<file path="config.mk">
export PLATFORM = sky130hd
export DESIGN_NAME = alu_share_arbiter
export DESIGN_NICKNAME = d
export VERILOG_FILES = /design/src/rtl/alu_share_arbiter_pkg.sv /design/src/rtl/alu.sv /design/src/rtl/alu_rr_pick.sv /design/src/rtl/alu_share_arbiter.sv
export SDC_FILE = /design/constraint.sdc
export NUM_CORES = 1
export LEC_CHECK = 0
export ABC_AREA = 1
export CORE_AREA = 2 2 160 162
export CTS_BUF_LIST = sky130_fd_sc_hd__clkbuf_4 sky130_fd_sc_hd__clkbuf_8 sky130_fd_sc_hd__clkbuf_16
export CTS_CLUSTER_DIAMETER = 50
export DETAILED_ROUTE_END_ITERATION = 8
export DIE_AREA = 0 0 162 164
export PLACE_DENSITY_LB_ADDON = 0.2
export RECOVER_POWER = 100
export SLEW_MARGIN = 20
export SYNTH_ARGS = -nofsm -noshare
export SYNTH_HDL_FRONTEND = slang
export SYNTH_SLANG_ARGS = --single-unit
</file>
<file path="constraint.sdc">
create_clock -name CLK -period 5.27 [get_ports CLK]
set_input_delay 1.054 -clock CLK [delete_from_list [all_inputs] [get_ports CLK]]
set_output_delay 1.054 -clock CLK [all_outputs]
set_load 0.01 [all_outputs]
</file>
<file path="src/rtl/alu_share_arbiter_pkg.sv">
// -----------------------------------------------------------------------------
// alu_share_arbiter_pkg
// Definitions shared by the ALU-sharing arbiter, its round-robin picker and
// the ALU itself.
//   - ALU command codes (also used by the core controller).
//   - FSM state encoding for the arbiter.
//   - Round-robin pointer advance helper.
// -----------------------------------------------------------------------------
package alu_share_arbiter_pkg;

    // ALU command codes. Any other command value makes the ALU return 0.
    localparam logic [3:0] A_COM_add = 4'd1;
    localparam logic [3:0] A_COM_sub = 4'd2;

    // Arbiter FSM: capture -> execute -> respond.
    typedef enum logic [1:0] {
        ST_IDLE = 2'd0,
        ST_EXEC = 2'd1,
        ST_RESP = 2'd2
    } state_t;

    // Next round-robin start position after granting requester g of n.
    function automatic int rr_next(input int g, input int n);
        return (g + 1) % n;
    endfunction

endpackage

</file>
<file path="src/rtl/alu.sv">
// -----------------------------------------------------------------------------
// alu
// Purely combinational add/sub ALU, modulo 2^DW (no carry/overflow).
// Ports:
//   a, b  [DW-1:0]  operands
//   cmd   [CW-1:0]  A_COM_add -> a+b, A_COM_sub -> a-b, anything else -> 0
//   y     [DW-1:0]  result
// -----------------------------------------------------------------------------
module alu
    import alu_share_arbiter_pkg::*;
#(
    parameter int DW = 32,
    parameter int CW = 4
) (
    input  logic [DW-1:0] a,
    input  logic [DW-1:0] b,
    input  logic [CW-1:0] cmd,
    output logic [DW-1:0] y
);

    always_comb begin
        // NOTE: every combinational output gets a default before any branch;
        // a path that leaves it unassigned would infer a latch.
        y = '0;
        if (cmd == CW'(A_COM_add)) begin
            y = a + b;
        end else if (cmd == CW'(A_COM_sub)) begin
            y = a - b;
        end
    end

endmodule

</file>
<file path="src/rtl/alu_rr_pick.sv">
// -----------------------------------------------------------------------------
// alu_rr_pick
// Combinational round-robin picker. Returns the first set request bit found
// when searching ptr, ptr+1, ... wrapping modulo NREQ.
// Ports:
//   req  [NREQ-1:0]  request levels
//   ptr  [PW-1:0]    search start position (0..NREQ-1)
//   any              at least one request is set
//   g    [PW-1:0]    index of the selected requester (0 when any=0)
// -----------------------------------------------------------------------------
module alu_rr_pick #(
    parameter int NREQ = 4,
    parameter int PW   = 2
) (
    input  logic [NREQ-1:0] req,
    input  logic [PW-1:0]   ptr,
    output logic            any,
    output logic [PW-1:0]   g
);

    logic [PW-1:0] idx;

    // Scan from the farthest offset back to ptr itself so that the final
    // assignment to g is the closest set bit at or after ptr.
    always_comb begin
        any = |req;
        g   = '0;
        idx = '0;
        for (int off = NREQ - 1; off >= 0; off--) begin
            idx = PW'((int'(ptr) + off) % NREQ);
            if (req[idx]) begin
                g = idx;
            end
        end
    end

endmodule

</file>
<file path="src/rtl/alu_share_arbiter.sv">
// -----------------------------------------------------------------------------
// alu_share_arbiter
// Time-shares one combinational ALU between NREQ requesters. A round-robin
// pick in IDLE captures one requester's operands/command, the ALU runs from
// those registered copies in EXEC, the result is latched, and the requester
// gets a one-cycle done pulse. One operation per 3 cycles at most.
// Ports:
//   CLK, RST          clock (rising edge), asynchronous active-high reset
//   req    [NREQ]     request level per requester
//   a_in   [NREQ*DW]  operand A, requester i in [i*DW +: DW]
//   b_in   [NREQ*DW]  operand B, same slicing
//   cmd_in [NREQ*CW]  ALU command, requester i in [i*CW +: CW]
//   ack    [NREQ]     one-hot pulse: operands of requester i captured
//   done   [NREQ]     one-hot pulse: result valid for requester i
//   result [DW]       most recent result, held until the next done
//   busy              operation in flight (from capture through done cycle)
// -----------------------------------------------------------------------------
module alu_share_arbiter
    import alu_share_arbiter_pkg::*;
#(
    parameter int NREQ = 4,
    parameter int DW   = 32,
    parameter int CW   = 4
) (
    input  logic                 CLK,
    input  logic                 RST,
    input  logic [NREQ-1:0]      req,
    input  logic [NREQ*DW-1:0]   a_in,
    input  logic [NREQ*DW-1:0]   b_in,
    input  logic [NREQ*CW-1:0]   cmd_in,
    output logic [NREQ-1:0]      ack,
    output logic [NREQ-1:0]      done,
    output logic [DW-1:0]        result,
    output logic                 busy
);

    localparam int PW = $clog2(NREQ);

    state_t          state;
    state_t          state_d;

    logic [PW-1:0]   ptr;
    logic [PW-1:0]   g_q;
    logic [DW-1:0]   a_q;
    logic [DW-1:0]   b_q;
    logic [CW-1:0]   cmd_q;

    logic            pick_any;
    logic [PW-1:0]   pick_g;
    logic [DW-1:0]   alu_y;

    logic            capture;
    logic            latch_res;
    logic            advance_ptr;
    logic [NREQ-1:0] ack_d;
    logic [NREQ-1:0] done_d;
    logic            busy_d;

    alu_rr_pick #(
        .NREQ (NREQ),
        .PW   (PW)
    ) u_pick (
        .req  (req),
        .ptr  (ptr),
        .any  (pick_any),
        .g    (pick_g)
    );

    // The ALU only ever sees the captured copies, so requesters are free to
    // change their inputs once acked.
    alu #(
        .DW   (DW),
        .CW   (CW)
    ) u_alu (
        .a    (a_q),
        .b    (b_q),
        .cmd  (cmd_q),
        .y    (alu_y)
    );

    // ---------------------------------------------------------------------
    // FSM state register
    // ---------------------------------------------------------------------
    always_ff @(posedge CLK or posedge RST) begin
        if (RST) begin
            state <= ST_IDLE;
        end else begin
            // NOTE: non-blocking so every register samples pre-edge values
            // regardless of statement order.
            state <= state_d;
        end
    end

    // ---------------------------------------------------------------------
    // Next state and registered-output next values
    // ---------------------------------------------------------------------
    always_comb begin
        state_d     = state;
        capture     = 1'b0;
        latch_res   = 1'b0;
        advance_ptr = 1'b0;
        ack_d       = '0;
        done_d      = '0;

        case (state)
            ST_IDLE: begin
                if (pick_any) begin
                    capture = 1'b1;
                    ack_d   = NREQ'(1) << pick_g;
                    state_d = ST_EXEC;
                end
            end
            ST_EXEC: begin
                latch_res = 1'b1;
                state_d   = ST_RESP;
            end
            ST_RESP: begin
                // done is registered, so it shows during the cycle after
                // RESP, which is also the first cycle a new grant can occur
                // (ack and done therefore never overlap).
                advance_ptr = 1'b1;
                done_d      = NREQ'(1) << g_q;
                state_d     = ST_IDLE;
            end
            default: begin
                state_d = ST_IDLE;
            end
        endcase

        // Busy covers the whole operation including the result-return cycle.
        busy_d = (state_d != ST_IDLE) || (|done_d);
    end

    // ---------------------------------------------------------------------
    // Datapath and output registers
    // ---------------------------------------------------------------------
    always_ff @(posedge CLK or posedge RST) begin
        if (RST) begin
            // NOTE: operand/command/index registers are reset as well, so an
            // aborted operation leaves no stale values behind for the ALU.
            ptr    <= '0;
            g_q    <= '0;
            a_q    <= '0;
            b_q    <= '0;
            cmd_q  <= '0;
            ack    <= '0;
            done   <= '0;
            busy   <= 1'b0;
            result <= '0;
        end else begin
            ack  <= ack_d;
            done <= done_d;
            busy <= busy_d;

            if (capture) begin
                g_q   <= pick_g;
                a_q   <= a_in[int'(pick_g) * DW +: DW];
                b_q   <= b_in[int'(pick_g) * DW +: DW];
                cmd_q <= cmd_in[int'(pick_g) * CW +: CW];
            end

            if (latch_res) begin
                result <= alu_y;
            end

            if (advance_ptr) begin
                ptr <= PW'(rr_next(int'(g_q), NREQ));
            end
        end
    end

endmodule

</file>
==> run_results.csv, run 1 <==
group,metric,value,unit
sta,finalCritPeriodShare,78.04,%
critical_path,path_class,"input pin to flop",
routing,drt_wl_total,46550,um
layout,design_area,0.01628,mm2
clock_tree,clkSlewWorstSetupHoldPaths,0.05,ns
critical_path,cpMostUsedCell,"nand2_1",
layout,fin_util,65.59,%
clock_tree,cts_root_buffer,"clkbuf_16",
sta,finalClockSkew,0.01375,ns
power,power.density,733.9,mW/mm2
place,placed_cells,2803,
global_route,groute.usage.overall,34.94,%
routing,vias,14772,
routing,highest_layer,"met5",
die,die_h,164,um
synthesis,synth_cell_type_count,36,
power,peakVddDrop,472.0,uV
sta,period_needed,4.113,ns
run,max-cap-violations,3,
routing,routedWlPerCell,16.34,um
clock_tree,post_cts_buffers,0,
die,die_w,162,um
layout,fin_cells,2848,
synthesis,synthCells,2249,
routing,wl_met2,21320,um
power,power,0.01195,W
sta,slew_headroom,-84.63,%
global_route,grt_pass1_wl,72710,um
sta,tightestPinTransition,2.754,ns
synthesis,yosys_warnings,0,
die,ios,319,
worst_hold_path,hp-class,"flop to flop",
place,dpl_cell_area,0.01564,mm2
global_route,grt-ovfl-total,0,
place,numPortBuffers,318,
layout,layout_common_cells,"1161 x nand2_1, 274 x clkdlybuf4s50_1, 257 x inv_1",
sta,final_max_slew_viol_count,180,
synthesis,syn_area,0.01249,mm2
place,routabilityCongestion,0.9773,
critical_path,crit_slowest_cell,"clkbuf_2",
clock_tree,ctsResizeCount,0,
synthesis,syn-mean-instance-area,5.556,um2
global_route,antenna_found_initial,13,
clock_tree,clock-sinks,115,
sta,finalSetupTns,0,ns
routing,viasPerCell,5.187,
layout,layout_commonest_cell,"nand2_1",
routing,dr.pass1.iters,6,
critical_path,ff2ff_path_depth,14,
clock_tree,cts_made_buffers,17,
critical_path,critPathLaunchType,"input pin",
run_status,violations,"max-capacitance violations, max-slew violations",
critical_path,crit_path_end_kind,"flop",
routing,m1WireLength,19630,um
run_status,status,"finished, violations left",
global_route,grt_pass1_vias,13885,
critical_path,worstPathArrival,4.47,ns
layout,drive_gt1_share,3.553,%
clock_tree,cts_tree,"built",
critical_path,critPathMaxFanout,44,
layout,area_growth,30.29,%
die,die_area,0.02657,mm2
power,leakagePower,9.256,nW
place,dp_hpwl,36490,um
layout,nets,2839,
sta,rsz0062_at_grt,"no",
sta,finalHoldViolCount,0,
critical_path,critical-path-max-stage-delay,0.70,ns
sta,setup_violations,0,
die,start_util,50.34,%
routing,drc_errors,0,
worst_hold_path,hold_depth,2,
synthesis,yosysSeqAreaShare,23.03,%
synthesis,synth_nets,2596,
clock_tree,htree_levels,4,
die,num_rows,58,
clock_tree,cts.path.max_buffers,2,
routing,route.met3.wl,3705,um
routing,antenna_left,0,
critical_path,crit_required,5.63,ns
routing,drt_iter0_markers,1361,
die,core-area,0.02482,mm2
global_route,grt_max_degree,137,
synthesis,synth-seq-cells,115,
sta,max_freq,243.2,MHz
critical_path,path_cells,"dlygate4sd3_1 -> inv_1 -> o21ai_0 -> nand2_1 -> nand2_1 -> nand3_2 -> nand2_1 -> nand2_1 -> nand2_4 -> clkbuf_2 -> nand2_1 -> nand2_1 -> nand2_1 -> nand2_1 -> nand2_1 -> nand2_1",
clock_tree,postCtsHoldBufs,0,
clock_tree,clk_latency,0.43,ns
[cell families after synthesis]
kind of cell / share of synthesized area, %
compound gates: 4.917
xor+xnor: 0.6309
fa+ha+maj: 7.030
buf+inv: 12.74
flops: 23.03
simple gates: 51.65
[metal layers]
layer | vias to the layer above | track usage [%]
li1 | 7377 | -
met1 | 6609 | 46.00
met2 | 680 | 56.63
met3 | 104 | 5.177
met4 | 2 | 16.41
met5 | - | 0
[through the flow]
stage / setup slack, ns / hold slack [ns]
after global routing: 0.8083 / 0.4850
after CTS: 1.938 / 0.4793
after floorplan: 1.172 / 0.4488
after global placement: 1.583 / 0.4606
after detailed placement: 1.540 / 0.4637
final: 1.157 / 0.4673
[cells in the mapped netlist, drive strengths merged]
cell type | n | area [um2]
o21ai | 31 | 158.9
nor2 | 133 | 511.7
nand4 | 12 | 75.07
dfrtp | 115 | 2878
inv | 261 | 979.7
a31oi | 10 | 62.56
o21bai | 8 | 60.06
a21o | 2 | 15.01
o31ai | 1 | 7.510
or2 | 1 | 6.260
clkinv | 1 | 3.750
nand2 | 1165 | 4385
nor3 | 16 | 85.08
fa | 2 | 40.04
nand3 | 242 | 1371
xnor2 | 1 | 8.760
nor4 | 1 | 6.260
and2 | 2 | 12.51
xor2 | 8 | 70.07
buf | 61 | 431.7
ha | 67 | 838.3
a21oi | 62 | 310.3
clkbuf | 47 | 176.4
[worst max-delay path, delay by kind of cell]
kind,cells,cell delay (ns)
simple gates,12,1.81
buf+inv,3,1.35
compound gates,1,0.23
[layout make-up]
cell class              count  area (um2)
diodes                     13       32.53
clock buffers              23       483.0
clock inverters             9       152.6
fillers                  2367        8539
inverters                 262       984.7
multi-input cells        1764        8041
flip-flops and latches    115        2878
well taps                 330       412.9
repair buffers            332        3294
[final timing paths]
| path | from | end | slack [ns] |
|---|---|---|---|
| max | req[0] | a_q[10]$_DFFE_PP0P_ | 1.16 |
| max in group asynchronous | RST | result[23]$_DFFE_PP0P_ | 1.70 |
| max reg2reg | ptr[0]$_DFFE_PP0P_ | a_q[10]$_DFFE_PP0P_ | 1.84 |
| min reg2reg | result[18]$_DFFE_PP0P_ | result[18]$_DFFE_PP0P_ | 0.47 |
| min | result[18]$_DFFE_PP0P_ | result[18]$_DFFE_PP0P_ | 0.47 |
| min in group asynchronous | RST | result[0]$_DFFE_PP0P_ | 1.83 |
[power breakdown]
group | switching [W] | total (W) | internal [W]
combinational | 0.00617 | 0.00897 | 0.00280
sequential | 0.000386 | 0.00169 | 0.00131
clock | 0.000450 | 0.00129 | 0.000836
[flip-flops by register name, indices dropped and copies added (netlist names)]
register  cells
a_q          32
ack           4
b_q          32
busy          1
cmd_q         4
done          4
g_q           2
ptr           2
result       32
state         2
(Power assumes the default switching activity.)
==> run 2, diff against run 1 <==
--- a/config.mk
+++ b/config.mk
@@ -6,11 +6,11 @@
 export NUM_CORES = 1
 export LEC_CHECK = 0
 export ABC_AREA = 1
-export CORE_AREA = 2 2 160 162
+export CORE_AREA = 2 2 168 170
 export CTS_BUF_LIST = sky130_fd_sc_hd__clkbuf_4 sky130_fd_sc_hd__clkbuf_8 sky130_fd_sc_hd__clkbuf_16
 export CTS_CLUSTER_DIAMETER = 50
 export DETAILED_ROUTE_END_ITERATION = 8
-export DIE_AREA = 0 0 162 164
+export DIE_AREA = 0 0 170 172
 export PLACE_DENSITY_LB_ADDON = 0.2
 export RECOVER_POWER = 100
 export SLEW_MARGIN = 20
==> constraint.sdc (replaced) <==
create_clock -name CLK -period 3.3 [get_ports CLK]
set_input_delay 0.66 -clock CLK [delete_from_list [all_inputs] [get_ports CLK]]
set_output_delay 0.66 -clock CLK [all_outputs]
set_load 0.01 [all_outputs]
==> run_results.csv, run 2 (same netlist as run 1, synthesis figures left out) <==
group,metric,value,unit
place,numPortBuffers,318,
run_status,violations,"max-capacitance violations, max-slew violations",
layout,drive_gt1_share,3.707,%
routing,routedWlPerCell,16.23,um
power,peakVddDrop,583.2,uV
place,dpl_cell_area,0.01581,mm2
clock_tree,ctsResizeCount,0,
run_status,status,"finished, violations left",
clock_tree,cts.path.max_buffers,2,
clock_tree,htree_levels,4,
layout,top_regs,"a_q: 32 flops, b_q: 32 flops, result: 32 flops",
die,ios,319,
routing,dr.pass1.iters,6,
sta,finalClockSkew,0.008875,ns
worst_hold_path,hp-class,"flop to flop",
critical_path,critPathLaunchType,"input pin",
layout,nets,2845,
layout,regArea,0.002878,mm2
layout,area_growth,31.27,%
sta,period_needed,2.834,ns
routing,vias,14467,
global_route,grt_max_degree,116,
sta,final_max_slew_viol_count,159,
global_route,groute.usage.overall,31.78,%
routing,viasPerCell,5.051,
global_route,grt_pass1_wl,71730,um
critical_path,worstPathArrival,3.20,ns
clock_tree,post_cts_buffers,0,
die,die_w,170,um
layout,multi_input_area,0.008038,mm2
die,start_util,45.47,%
critical_path,crit_path_end_kind,"flop",
clock_tree,clk_latency,0.43,ns
die,core-area,0.02748,mm2
clock_tree,cts_made_buffers,17,
global_route,grt-ovfl-total,0,
power,power.density,1175,mW/mm2
routing,drt_wl_total,46480,um
clock_tree,clkSlewWorstSetupHoldPaths,0.06,ns
die,num_rows,61,
place,routabilityCongestion,1.002,
layout,design_area,0.01640,mm2
sta,max_freq,352.8,MHz
routing,drt_iter0_markers,1185,
sta,finalCritPeriodShare,85.89,%
critical_path,critPathMaxFanout,70,
sta,finalHoldViolCount,0,
sta,setup_violations,0,
run,max-cap-violations,2,
layout,layout_common_cells,"1161 x nand2_1, 275 x clkdlybuf4s50_1, 256 x inv_1",
layout,layout_commonest_cell,"nand2_1",
global_route,antenna_found_initial,8,
routing,antenna_left,0,
power,power,0.01927,W
sta,finalSetupTns,0,ns
critical_path,path_class,"input pin to flop",
clock_tree,postCtsHoldBufs,0,
clock_tree,clock-sinks,115,
global_route,grt_pass1_vias,13454,
die,die_h,172,um
die,die_area,0.02924,mm2
sta,slew_headroom,-27.08,%
sta,tightestPinTransition,1.906,ns
clock_tree,cts_root_buffer,"clkbuf_16",
place,dp_hpwl,36790,um
critical_path,crit_required,3.67,ns
routing,drc_errors,0,
layout,fillers,2797,
power,leakagePower,9.298,nW
clock_tree,cts_tree,"built",
sta,rsz0062_at_grt,"no",
## run 2: cell count changes in the layout (fill, tap and decap cells not counted), sizes merged
cell	previous run	this run
bufinv	4	3
clkdlybuf4s50	274	275
dlygate4sd3	44	43
diode	13	9
buf	8	16
clkinv	6	4
clkbuf	29	26
clkinvlp	1	3
## run 2: routing by layer
layer / share of wire [%] / track usage (%) / vias to the layer above
met3: 6.6 / 5.447 / 92
met5: 0 / 0 / -
met4: 3.7 / 13.01 / 0
li1: - / - / 7401
met1: 45 / 42.92 / 6435
met2: 45 / 50.52 / 539
## run 2: report_power, final
| part | leakage (nW) | switching, W | total [W] | internal [W] |
|---|---|---|---|---|
| logic | 7.54 | 0.00996 | 0.0147 | 0.00471 |
| registers | 1.46 | 0.000569 | 0.00266 | 0.00209 |
| clock network | 0.295 | 0.000697 | 0.00195 | 0.00125 |
## run 2: final cells by class
cell class	count	share of cell area [%]
multi-input combinational	1764	49.00
clock buffer	22	2.937
clock inverter	8	0.7781
timing repair buffer	338	20.94
antenna	9	0.1373
sequential	115	17.55
tap	346	2.639
inverter	262	6.019
## run 2: final timing paths
| kind | startpoint | to | slack [ns] | cells past startpoint |
|---|---|---|---|---|
| min in group asynchronous | RST | result[0]$_DFFE_PP0P_ | 1.28 | 3 |
| worst max-delay path | req[1] | a_q[15]$_DFFE_PP0P_ | 0.47 | 16 |
| max in group asynchronous | RST | b_q[24]$_DFFE_PP0P_ | 0.97 | 3 |
| worst min-delay path | result[28]$_DFFE_PP0P_ | result[28]$_DFFE_PP0P_ | 0.47 | 2 |
| worst min register to register | result[28]$_DFFE_PP0P_ | result[28]$_DFFE_PP0P_ | 0.47 | 2 |
| worst max register to register | cmd_q[3]$_DFFE_PP0P_ | result[18]$_DFFE_PP0P_ | 0.52 | 9 |
## run 2: metrics by stage
stage | instances | worst slack [ns] | utilization [%] | hold WS, ns
after CTS | 2855 | 0.7359 | 59.75 | 0.4813
after detailed placement | 2825 | 0.3082 | 57.54 | 0.4657
final | 2864 | 0.4655 | 59.69 | 0.4699
after global routing | 2863 | 0.2622 | 59.69 | 0.4894
after floorplan | 2249 | 1.241 | - | 0.4488
after global placement | 2825 | 0.3440 | 57.54 | 0.4616
## run 2: critical path: stages
cell	delay, ns
dlygate4sd3_1	0.57
nand2_1	0.07
o21ai_2	0.09
nand2_1	0.08
nand2_1	0.06
nand3_1	0.12
nand2_1	0.13
nand2_4	0.06
nand2_1	0.41
buf_12	0.33
nand2_1	0.10
nand2_1	0.08
nand2_1	0.07
nand2_1	0.13
nand2_1	0.07
nand2_1	0.08
